**src/rtl/vga_axil_pkg.sv**
```systemverilog
// vga_axil_pkg: shared AXI-Lite types, write-FSM states and the byte-mask merge helper.
package vga_axil_pkg;
    typedef logic [31:0] axil_addr_t;
    typedef logic [31:0] axil_data_t;
    typedef logic [3:0]  axil_strb_t;
    typedef logic [1:0]  axil_resp_t;

    localparam axil_resp_t OKAY   = 2'b00;
    localparam axil_resp_t SLVERR = 2'b10;

    typedef enum logic [1:0] {IDLE, GOT_AW, GOT_W, RESP} wr_state_e;

    function automatic axil_data_t strb_merge(axil_data_t old_d, axil_data_t new_d, axil_strb_t strb);
        axil_data_t m;
        for (int b = 0; b < 4; b++) m[8*b +: 8] = strb[b] ? new_d[8*b +: 8] : old_d[8*b +: 8];
        return m;
    endfunction
endpackage

```
**src/rtl/vga_axil_wr_ctrl.sv**
```systemverilog
// vga_axil_wr_ctrl: AXI-Lite write FSM with independent AW/W latches and a single commit strobe.
module vga_axil_wr_ctrl
    import vga_axil_pkg::*;
#(
    parameter int ADDR_W = 32,
    parameter int IDX_W  = 4
) (
    input  logic              clk,
    input  logic              arst_n,
    input  logic [ADDR_W-1:0] i_awaddr,
    input  logic              i_awvalid,
    output logic              o_awready,
    input  axil_data_t        i_wdata,
    input  axil_strb_t        i_wstrb,
    input  logic              i_wvalid,
    output logic              o_wready,
    output axil_resp_t        o_bresp,
    output logic              o_bvalid,
    input  logic              i_bready,
    output logic              o_we,
    output logic [IDX_W-1:0]  o_widx,
    output axil_data_t        o_wdata,
    output axil_strb_t        o_wstrb
);
    wr_state_e         r_state;
    wr_state_e         w_next;
    logic [ADDR_W-1:0] r_addr;
    logic [ADDR_W-1:0] w_addr;
    axil_data_t        r_data;
    axil_strb_t        r_strb;
    axil_resp_t        r_bresp;
    logic              w_aw_hs;
    logic              w_w_hs;
    logic              w_commit;
    logic              w_oor;
    logic              w_unused_lsb;

    assign o_awready    = (r_state == IDLE) || (r_state == GOT_W);
    assign o_wready     = (r_state == IDLE) || (r_state == GOT_AW);
    assign w_aw_hs      = i_awvalid && o_awready;
    assign w_w_hs       = i_wvalid && o_wready;
    // Bypass the latches when a handshake lands on the commit edge itself.
    assign w_addr       = w_aw_hs ? i_awaddr : r_addr;
    assign w_oor        = |w_addr[ADDR_W-1:IDX_W+2];
    assign w_commit     = (r_state != RESP) && (w_next == RESP);
    assign w_unused_lsb = ^w_addr[1:0];
    assign o_we         = w_commit && !w_oor;
    assign o_widx       = w_addr[IDX_W+1:2];
    assign o_wdata      = w_w_hs ? i_wdata : r_data;
    assign o_wstrb      = w_w_hs ? i_wstrb : r_strb;
    assign o_bvalid     = r_state == RESP;
    assign o_bresp      = r_bresp;

    always_comb begin
        w_next = r_state;
        case (r_state)
            IDLE:    w_next = (w_aw_hs && w_w_hs) ? RESP : w_aw_hs ? GOT_AW : w_w_hs ? GOT_W : IDLE;
            GOT_AW:  w_next = w_w_hs ? RESP : GOT_AW;
            GOT_W:   w_next = w_aw_hs ? RESP : GOT_W;
            RESP:    w_next = i_bready ? IDLE : RESP;
            default: w_next = IDLE;
        endcase
    end

    always_ff @(posedge clk or negedge arst_n) begin
        if (!arst_n) begin
            r_state <= IDLE;
            r_addr  <= '0;
            r_data  <= '0;
            r_strb  <= '0;
            r_bresp <= OKAY;
        end else begin
            r_state <= w_next;
            if (w_aw_hs) r_addr <= i_awaddr;
            if (w_w_hs) begin
                r_data <= i_wdata;
                r_strb <= i_wstrb;
            end
            if (w_commit) r_bresp <= w_oor ? SLVERR : OKAY;
        end
    end
endmodule

```
**src/rtl/vga_axil_regfile.sv**
```systemverilog
// vga_axil_regfile: AXI-Lite slave exposing NUM_REGS 32-bit VGA configuration registers.
module vga_axil_regfile
    import vga_axil_pkg::*;
#(
    parameter int NUM_REGS = 16,
    parameter int ADDR_W   = 32
) (
    input  logic                   clk,
    input  logic                   arst_n,
    input  logic [ADDR_W-1:0]      awaddr,
    input  logic                   awvalid,
    output logic                   awready,
    input  axil_data_t             wdata,
    input  axil_strb_t             wstrb,
    input  logic                   wvalid,
    output logic                   wready,
    output axil_resp_t             bresp,
    output logic                   bvalid,
    input  logic                   bready,
    input  logic [ADDR_W-1:0]      araddr,
    input  logic                   arvalid,
    output logic                   arready,
    output axil_data_t             rdata,
    output axil_resp_t             rresp,
    output logic                   rvalid,
    input  logic                   rready,
    output logic [NUM_REGS*32-1:0] regs_o
);
    localparam int IDX_W = $clog2(NUM_REGS);

    axil_data_t       r_regs [NUM_REGS];
    logic             w_we;
    logic [IDX_W-1:0] w_widx;
    axil_data_t       w_wd;
    axil_strb_t       w_ws;
    logic             r_rvalid;
    axil_data_t       r_rdata;
    axil_resp_t       r_rresp;
    logic             w_ar_hs;
    logic             w_r_oor;
    logic [IDX_W-1:0] w_ridx;
    logic             w_unused_lsb;

    vga_axil_wr_ctrl #(.ADDR_W(ADDR_W), .IDX_W(IDX_W)) u_wr_ctrl (
        .clk       (clk),
        .arst_n    (arst_n),
        .i_awaddr  (awaddr),
        .i_awvalid (awvalid),
        .o_awready (awready),
        .i_wdata   (wdata),
        .i_wstrb   (wstrb),
        .i_wvalid  (wvalid),
        .o_wready  (wready),
        .o_bresp   (bresp),
        .o_bvalid  (bvalid),
        .i_bready  (bready),
        .o_we      (w_we),
        .o_widx    (w_widx),
        .o_wdata   (w_wd),
        .o_wstrb   (w_ws)
    );

    assign arready      = !r_rvalid;
    assign w_ar_hs      = arvalid && arready;
    assign w_r_oor      = |araddr[ADDR_W-1:IDX_W+2];
    assign w_ridx       = araddr[IDX_W+1:2];
    assign w_unused_lsb = ^araddr[1:0];
    assign rvalid       = r_rvalid;
    assign rdata        = r_rdata;
    assign rresp        = r_rresp;

    always_ff @(posedge clk or negedge arst_n) begin
        if (!arst_n) begin
            for (int k = 0; k < NUM_REGS; k++) r_regs[k] <= '0;
        end else if (w_we) begin
            r_regs[w_widx] <= strb_merge(r_regs[w_widx], w_wd, w_ws);
        end
    end

    // Non-blocking sample means a same-edge write is seen by the read as the old value.
    always_ff @(posedge clk or negedge arst_n) begin
        if (!arst_n) begin
            r_rvalid <= 1'b0;
            r_rdata  <= '0;
            r_rresp  <= OKAY;
        end else if (w_ar_hs) begin
            r_rvalid <= 1'b1;
            r_rdata  <= w_r_oor ? '0 : r_regs[w_ridx];
            r_rresp  <= w_r_oor ? SLVERR : OKAY;
        end else if (r_rvalid && rready) begin
            r_rvalid <= 1'b0;
        end
    end

    for (genvar i = 0; i < NUM_REGS; i++) begin : g_regs
        assign regs_o[32*i +: 32] = r_regs[i];
    end
endmodule
```
**config.mk**
```make
export PLATFORM = sky130hd
export DESIGN_NAME = vga_axil_regfile
export DESIGN_NICKNAME = d
export VERILOG_FILES = /design/src/rtl/vga_axil_pkg.sv /design/src/rtl/vga_axil_wr_ctrl.sv /design/src/rtl/vga_axil_regfile.sv
export SDC_FILE = /design/constraint.sdc
export NUM_CORES = 1
export LEC_CHECK = 0
export CORE_MARGIN = 5
export CORE_UTILIZATION = 57
export DETAILED_ROUTE_END_ITERATION = 16
export PLACE_DENSITY_LB_ADDON = 0.12
export REMOVE_ABC_BUFFERS = 1
export SLEW_MARGIN = 20
export SYNTH_ARGS = -nofsm -noshare
export SYNTH_HDL_FRONTEND = slang
export SYNTH_HIERARCHICAL = 1
export SYNTH_SLANG_ARGS = --single-unit
```
**constraint.sdc**
```tcl
create_clock -name clk -period 5.2 [get_ports clk]
set_clock_uncertainty 0.1 [all_clocks]
set_input_delay 1.04 -clock clk [delete_from_list [all_inputs] [get_ports clk]]
set_output_delay 1.04 -clock clk [all_outputs]
set_load 0.02 [all_outputs]
```
==> impl_summary.txt, run 1 <==
----------------------------------------------------
[Status]
  Outcome ... finished clean

[Timing]
  Achievable Freq ... between 0.2 and 0.25 GHz
  Max-slew violation count ... 0
  Worst slew margin relative to its limit ... 26.47%
  Setup violations, final ... 0
  Final hold vios ... 0
  Sum of negative setup slack ... 0 ps
  Worst Max-Slew Pin Slew ... about 1100 ps
  Period utilisation layout ... between 80% and 90%
  Fin crit period ... 4213 ps
  Setup repair after global routing missed its margin ... no

[Global routing]
  Antenna violations before repair ... 0
  GR Util met3 ... between 10% and 20%
  Fraction of met2 tracks used by global routing ... between 60% and 70%
  Pin count of the biggest net entering global routing ... ~120
  GRT Overall Usage ... around 42%
  Layer with the highest usage ... met2
  Gr ovfl total ... 0
  Met1 usage ... 53.40%
  Global-route wire length before repair ... approximately 210000 um
  Vias in the first global route ... between 30000 and 40000

[Placed design]
  RePlAce Congestion ... approximately 0.92
  DP Wirelength ... 94920 um
  Number of I/O port buffers ... between 600 and 700

[Drt]
  Residual DRC count ... 0
  1st-iter DRT viols ... 3272
  Remaining number of nets flagged by the antenna check after routing ... 0
  Routed length per placed instance ... about 32 um
  Via/cell ratio ... between 6 and 7
  Overall via count from detail_route ... approximately 32000
  Overall routed net length ... ~140000 um
  Pre-Repair DR Iteration Count ... 6

[Power]
  Switching share of power ... between 30 and 40%
  Worst IR Drop VDD ... approximately 280 uV
  Leak Pwr ... around 19 nW
  Sequential power share ... 35.3%
  Switching power ... 5.420 mW
  Cell area power density ... ~330 mW/mm^2
  Power share of the clock group ... 32.9%
  Tot Pwr ... ~15 mW
  Internal power of the cells ... 9.181 mW
  Comb power frac ... approximately a third

[Clock tree]
  Number of buffers added to fix hold violations after cts ... 0
  Post-CTS Setup Inserts ... 0
  Clock tree from TritonCTS ... done
  Maximum clock insertion buffer count ... 3
  Clock slew at the register clock pins of the worst setup and hold paths ... about 60 ps
  H-tree depth reported by CTS ... 3
  Number of cells upsized or downsized after cts ... 0
  Num Clock Sinks ... roughly 620
  Root buffer selected by CTS ... clkbuf_16
  TritonCTS Buffers ... just under 70
  Clock network latency to the later pin of the worst-skew pair ... between 600 and 700 ps

[Synth]
  Cell count after synthesis ... 3146
  Ys Warns ... 6
  Count of unique library cells instantiated by Yosys ... 54
  Area share of the largest cell type after synthesis ... roughly 45%
  Top flip-flop cell by instance count after synthesis ... dfrtp_1
  Register area share after synthesis ... approximately 45%
  Cell taking the most area after synthesis ... dfrtp_1
  Post-Synthesis Mean Instance Area ... between 10 and 15 um^2
  Number of register bits inferred by synthesis ... 615
  EDFF count, synth ... 0
  Netlist Area Pre-Place ... 0.03430 mm^2
  Asr flop ratio synth ... 100.0%
  Largest cells by area after synthesis ... dfrtp_1, mux2i_1, a21oi_1

[Finish]
  Top library cells by usage in the layout, fill and taps aside ... mux2i_1, clkdlybuf4s50_1, dfrtp_1, a21oi_1, nor2_1
  Number of nets in the layout ... roughly 3800
  Share of final-layout standard cells stronger than drive strength 1 ... 11.51%
  Layout Area Growth over Synthesis ... 27.75%
  Most common cell after layout, fill and taps aside ... mux2i_1
  Number of diodes ... 0

[Run]
  Number of maximum-capacitance constraint violations ... 0

[Floorplanning]
  Number of rows created at floorplan ... 90
  Die ar. ... approximately 0.065 mm^2
  Height of the die ... between 200 and 300 um
  Effective utilization at floorplan ... 57.14%
  Die boundary width ... between 200 and 300 um
  CORE AREA ... roughly 0.060 mm^2
  Top Ports ... 660

[Critical path]
  Kind of capture point of the worst setup path ... flip-flop
  Maximum fanout along the worst path ... 19
  CP Data Arrival Time ... 4550 ps
  Critical path required time ... around 5500 ps
  Type of the setup path with the least slack ... primary input to flip-flop
  CP startpoint kind ... primary input

[Min path]
  Path category of the worst min-delay check ... flip-flop to flip-flop

----------------------------------------------------
metrics by stage:
stage | cells | hold slack, ps | setup WS (ps) | area (um^2) | utilization (%)
floorplan | 2872 | 364.1 | -5074 | 32880 | -
global placement | 4432 | 363.3 | 644.2 | 41640 | 69.37
detailed placement | 4432 | 366.3 | 548.7 | 41640 | 69.37
CTS | 4552 | 378.5 | 1165 | 43820 | 73.00
global route | 4552 | 398.0 | 889.8 | 43820 | 73.00
finish | 4552 | 381.9 | 987.3 | 43820 | 73.00
per-layer routing:
layer | share of wire (%) | vias up
met4 | 6.8 | 0
li1 | - | 12810
met3 | 12 | 632
met2 | 45 | 2428
met5 | 0 | -
met1 | 36 | 15640
final timing paths:
kind | from | to | slack [ps] | cells after the start
setup / recovery | awvalid | regs_o[20]$_DFFE_PN0P_ | 990 | 10
hold / removal | rdata[6]$_DFFE_PN0P_ | rdata[6]$_DFFE_PN0P_ | 380 | 2
setup reg to reg | u_wr_ctrl/r_addr[25]$_DFF_PN0_ | regs_o[20]$_DFFE_PN0P_ | 1420 | 9
hold reg to reg | rdata[6]$_DFFE_PN0P_ | rdata[6]$_DFFE_PN0P_ | 380 | 2
max in group asynchronous | arst_n | regs_o[486]$_DFFE_PN0P_ | 3290 | 2
min in group asynchronous | arst_n | u_wr_ctrl/r_addr[11]$_DFF_PN0_ | 400 | 1
power by group through the flow:
stage / logic, mW / clock network (mW) / registers [mW]
floorplan: 2.96 / 0 / 5.20
detailed placement: 4.44 / 0 / 5.24
CTS: 4.46 / 4.80 / 5.15
finish: 4.64 / 4.80 / 5.16
global placement: 4.31 / 0 / 5.22
global route: 4.77 / 5.00 / 5.18
registers in the layout, summed over array words and instances, names as in the netlist:
name               flops
u_wr_ctrl/o_bresp      1
u_wr_ctrl/r_state      2
u_wr_ctrl/r_data      32
u_wr_ctrl/r_addr      30
rvalid                 1
u_wr_ctrl/r_strb       4
regs_o               512
rdata                 32
rresp                  1
synth_stat cells, types with 6 or more instances:
cell and n:
mux2_2 113, buf_2 78, nand2b_1 37, nand2_1 46
inv_1 6, a21oi_1 545, nor2_4 6, clkbuf_1 126
o21bai_1 7, nor4_1 17, o21ai_0 33, a221oi_1 32
mux2i_1 882, dfrtp_1 615, o22ai_1 127, buf_6 12
nor2_1 163, nor3_1 85, buf_4 54, o21ai_1 21
o31ai_1 33, o21ai_2 11, mux4_2 34, nor2_2 6
cell families after synthesis:
family / share of synthesized area [%]
AND/OR/NAND/NOR: 5.797
buffers and inverters: 4.213
AO/OA/AOI/OAI: 13.25
flip-flops: 44.87
multiplexers: 31.85
other: 0.02190
critical path, stage by stage:
cell and delay (ps):
clkdlybuf4s50_1 530, nand2b_4 190, nand4b_1 220, o22ai_1 280
and3_1 540, nor3b_1 250, buf_4 180, nand2_4 290
nor2_1 850, a21oi_1 150
area by class of cell:
class | count | area (um^2)
multi-input combinational | 2250 | 17570
fill | 4223 | 16200
sequential | 615 | 15390
timing repair buffer | 778 | 7672
clock buffer | 103 | 2037
tap | 782 | 978.4
clock inverter | 17 | 141.4
inverter | 7 | 26.28
No activity file was read; power rests on OpenSTA's default activity.
==> run 2, diff against run 1 <==
CORE_UTILIZATION = 53   (was 57)
clock period = 4.2 ns   (was 5.2 ns; I/O delays follow)
==> run 2 against run 1 <==
Global-route usage fell by 2.5 points. Clock power rose by 25%. Total power rose by 25%. Critical path depth fell by 4. Sequential share of layout area fell by 0.72 points. Non-clock buffer count rose by 52. First-iteration DRC count rose by 2.5%. Via count fell by 0.46%. Register-to-register slack got worse by 540 ps. Design area rose by 2.1%. Flip-flop and latch count did not move. Critical endpoint is now regs_o[443]$_DFFE_PN0P_.
==> impl_summary.txt, run 2 (same netlist as run 1, synthesis figures left out) <==
----------------------------------------------------
[Floorplanning]
  Height of the die ... 264.4 um (was 255.3 um)
  Die boundary width ... 264.4 um (was 255.3 um)
  CORE AREA ... 0.06423 mm^2 (was 0.06002 mm^2)
  Effective utilization at floorplan ... 53.40% (was 57.14%)
  Top Ports ... 660 (unchanged)
  Die ar. ... 0.06990 mm^2 (was 0.06518 mm^2)
  Number of rows created at floorplan ... 93 (was 90)

[Timing]
  Period utilisation layout ... approximately 86%
  Final hold vios ... 0 (unchanged)
  Max-slew violation count ... 0 (unchanged)
  Setup violations, final ... 0 (unchanged)
  Achievable Freq ... 0.2754 GHz
  Setup repair after global routing missed its margin ... no (unchanged)
  Worst Max-Slew Pin Slew ... 1127 ps (was 1099 ps)
  Fin crit period ... between 3000 and 4000 ps
  Worst slew margin relative to its limit ... 24.88% (was 26.47%)

[Finish]
  Top library cells by usage in the layout, fill and taps aside ... mux2i_1, clkdlybuf4s50_1, dfrtp_1, a21oi_1, nor2_1 (unchanged)
  Layout Area Growth over Synthesis ... 30.42% (was 27.75%)
  Share of final-layout standard cells stronger than drive strength 1 ... 12.74% (was 11.51%)
  Sequential Area ... 0.01539 mm^2 (unchanged)
  # fillers ... 4742 (was 4223)
  Most common cell after layout, fill and taps aside ... mux2i_1 (unchanged)
  Max reg flops ... 512 (unchanged)
  Multi-input combinational cell area ... 0.01757 mm^2 (unchanged)
  Share of the core filled with cells in the final layout ... 69.64% (was 73.00%)
  Number of standard cells in the layout, taps in and fillers out ... 4672 (was 4552)
  Number of nets in the layout ... 3881 (was 3828)
  Post-route cell area ... 0.04473 mm^2 (was 0.04382 mm^2)

[Drt]
  Pre-Repair DR Iteration Count ... 8 (was 6)
  Residual DRC count ... 0 (unchanged)
  Via/cell ratio ... 6.713 (was 6.922)
  Overall routed net length ... 146100 um (was 143900 um)
  1st-iter DRT viols ... 3353 (was 3272)
  Overall via count from detail_route ... 31360 (was 31510)
  Remaining number of nets flagged by the antenna check after routing ... 0 (unchanged)
  Routed length per placed instance ... 31.27 um (was 31.62 um)

[Clock tree]
  Clock slew at the register clock pins of the worst setup and hold paths ... 60 ps (about the same)
  Num Clock Sinks ... 615 (unchanged)
  Post-CTS Setup Inserts ... 0 (unchanged)
  TritonCTS Buffers ... 70 (was 69)
  Clock network latency to the later pin of the worst-skew pair ... 610 ps (was 630 ps)
  Maximum clock insertion buffer count ... 3 (unchanged)
  Number of buffers added to fix hold violations after cts ... 0 (unchanged)
  Root buffer selected by CTS ... clkbuf_16 (unchanged)
  Number of cells upsized or downsized after cts ... 0 (unchanged)
  H-tree depth reported by CTS ... 3 (unchanged)
  Clock tree from TritonCTS ... done (unchanged)

[Placed design]
  Placed cell areas ... 0.04254 mm^2 (was 0.04164 mm^2)
  Number of I/O port buffers ... 653 (unchanged)
  DP Wirelength ... 99710 um (was 94920 um)
  Placed cells ... 4557 (was 4432)
  RePlAce Congestion ... 0.9165 (was 0.9164)

[Global routing]
  GRT Overall Usage ... 39.82% (was 42.32%)
  Global-route wire length before repair ... 212200 um (was 211500 um)
  Pin count of the biggest net entering global routing ... 100 (was 116)
  Vias in the first global route ... 31860 (was 32130)
  Gr ovfl total ... 0 (unchanged)
  Antenna violations before repair ... 1 (was 0)

[Critical path]
  Critical path required time ... 4610 ps (was 5540 ps)
  End of the worst register-to-register path ... regs_o[443]$_DFFE_PN0P_ (was regs_o[20]$_DFFE_PN0P_)
  CP startpoint kind ... primary input (unchanged)
  Number of cell instances on the worst register-to-register path ... 5 (was 9)
  Kind of capture point of the worst setup path ... flip-flop (unchanged)
  Maximum fanout along the worst path ... 28 (was 19)
  CP Data Arrival Time ... 4040 ps (was 4550 ps)
  Type of the setup path with the least slack ... primary input to flip-flop (unchanged)
  Setup slack, reg-to-reg ... 880 ps (was 1420 ps)
  Worst flop-to-flop path startpoint ... u_wr_ctrl/r_state[0]$_DFF_PN0_ (was u_wr_ctrl/r_addr[25]$_DFF_PN0_)

[Status]
  Outcome ... finished clean (unchanged)

[Power]
  Leak Pwr ... 19.61 nW (was 19.21 nW)
  Worst IR Drop VDD ... 297.0 uV (was 279.5 uV)
  Cell area power density ... 409.4 mW/mm^2 (was 333.2 mW/mm^2)
  Tot Pwr ... 18.31 mW (was 14.60 mW)

[Min path]
  Path category of the worst min-delay check ... primary input to async pin (was flip-flop to flip-flop)

[Run]
  Number of maximum-capacitance constraint violations ... 0 (unchanged)

----------------------------------------------------
## run 2: final cells by class
class	instances	area share (%)
flip-flops and latches	615	34.40
multi-input cells	2250	39.28
inverters	7	0.05874
repair buffers	830	18.98
clock inverters	16	0.2993
clock buffers	98	4.584
well taps	855	2.392
diodes	1	0.005594
## run 2: report_power, final
part / switching (mW) / internal, mW
Sequential: 0.119 / 6.26
Combinational: 4.07 / 1.86
Clock: 2.50 / 3.50
Total: 6.70 / 11.6
## run 2: worst max path at each step
stage / cells after the start / startpoint / slack [ps] / to
6_report: 6 / awvalid / 570 / regs_o[443]$_DFFE_PN0P_
5_1_grt: 8 / awvalid / 500 / regs_o[244]$_DFFE_PN0P_
4_1_cts: 6 / awvalid / 710 / regs_o[262]$_DFFE_PN0P_
3_5_place_dp: 6 / awvalid / 100 / regs_o[262]$_DFFE_PN0P_
3_3_place_gp: 6 / awvalid / 130 / regs_o[326]$_DFFE_PN0P_
2_1_floorplan: 6 / awvalid / -5870 / regs_o[88]$_DFFE_PN0P_
## run 2: worst max-delay path: stages
cell and delay (ps):
clkdlybuf4s50_1 530, nand2b_4 210, mux2_2 700, and3b_2 1070, a21oi_1 400, a21oi_1 260
## run 2: per-layer routing
layer  global-route usage, %  part of all wire (%)  vias to the layer above
li1                        -                     -                    12940
met1                   50.34                    37                    15800
met2                   63.49                    46                     2091
met3                   11.44                    11                      527
met4                   19.20                   5.7                        0
met5                       0                     0                        -
## run 2: through the flow
step	hold slack, ps	worst slack, ps	TNS (ps)
final	145.6	569.4	0
after global routing	178.2	498.2	0
after CTS	155.9	708.0	0
after detailed placement	367.6	96.97	0
after global placement	366.8	132.6	0
after floorplan	364.1	-5874	-2479430
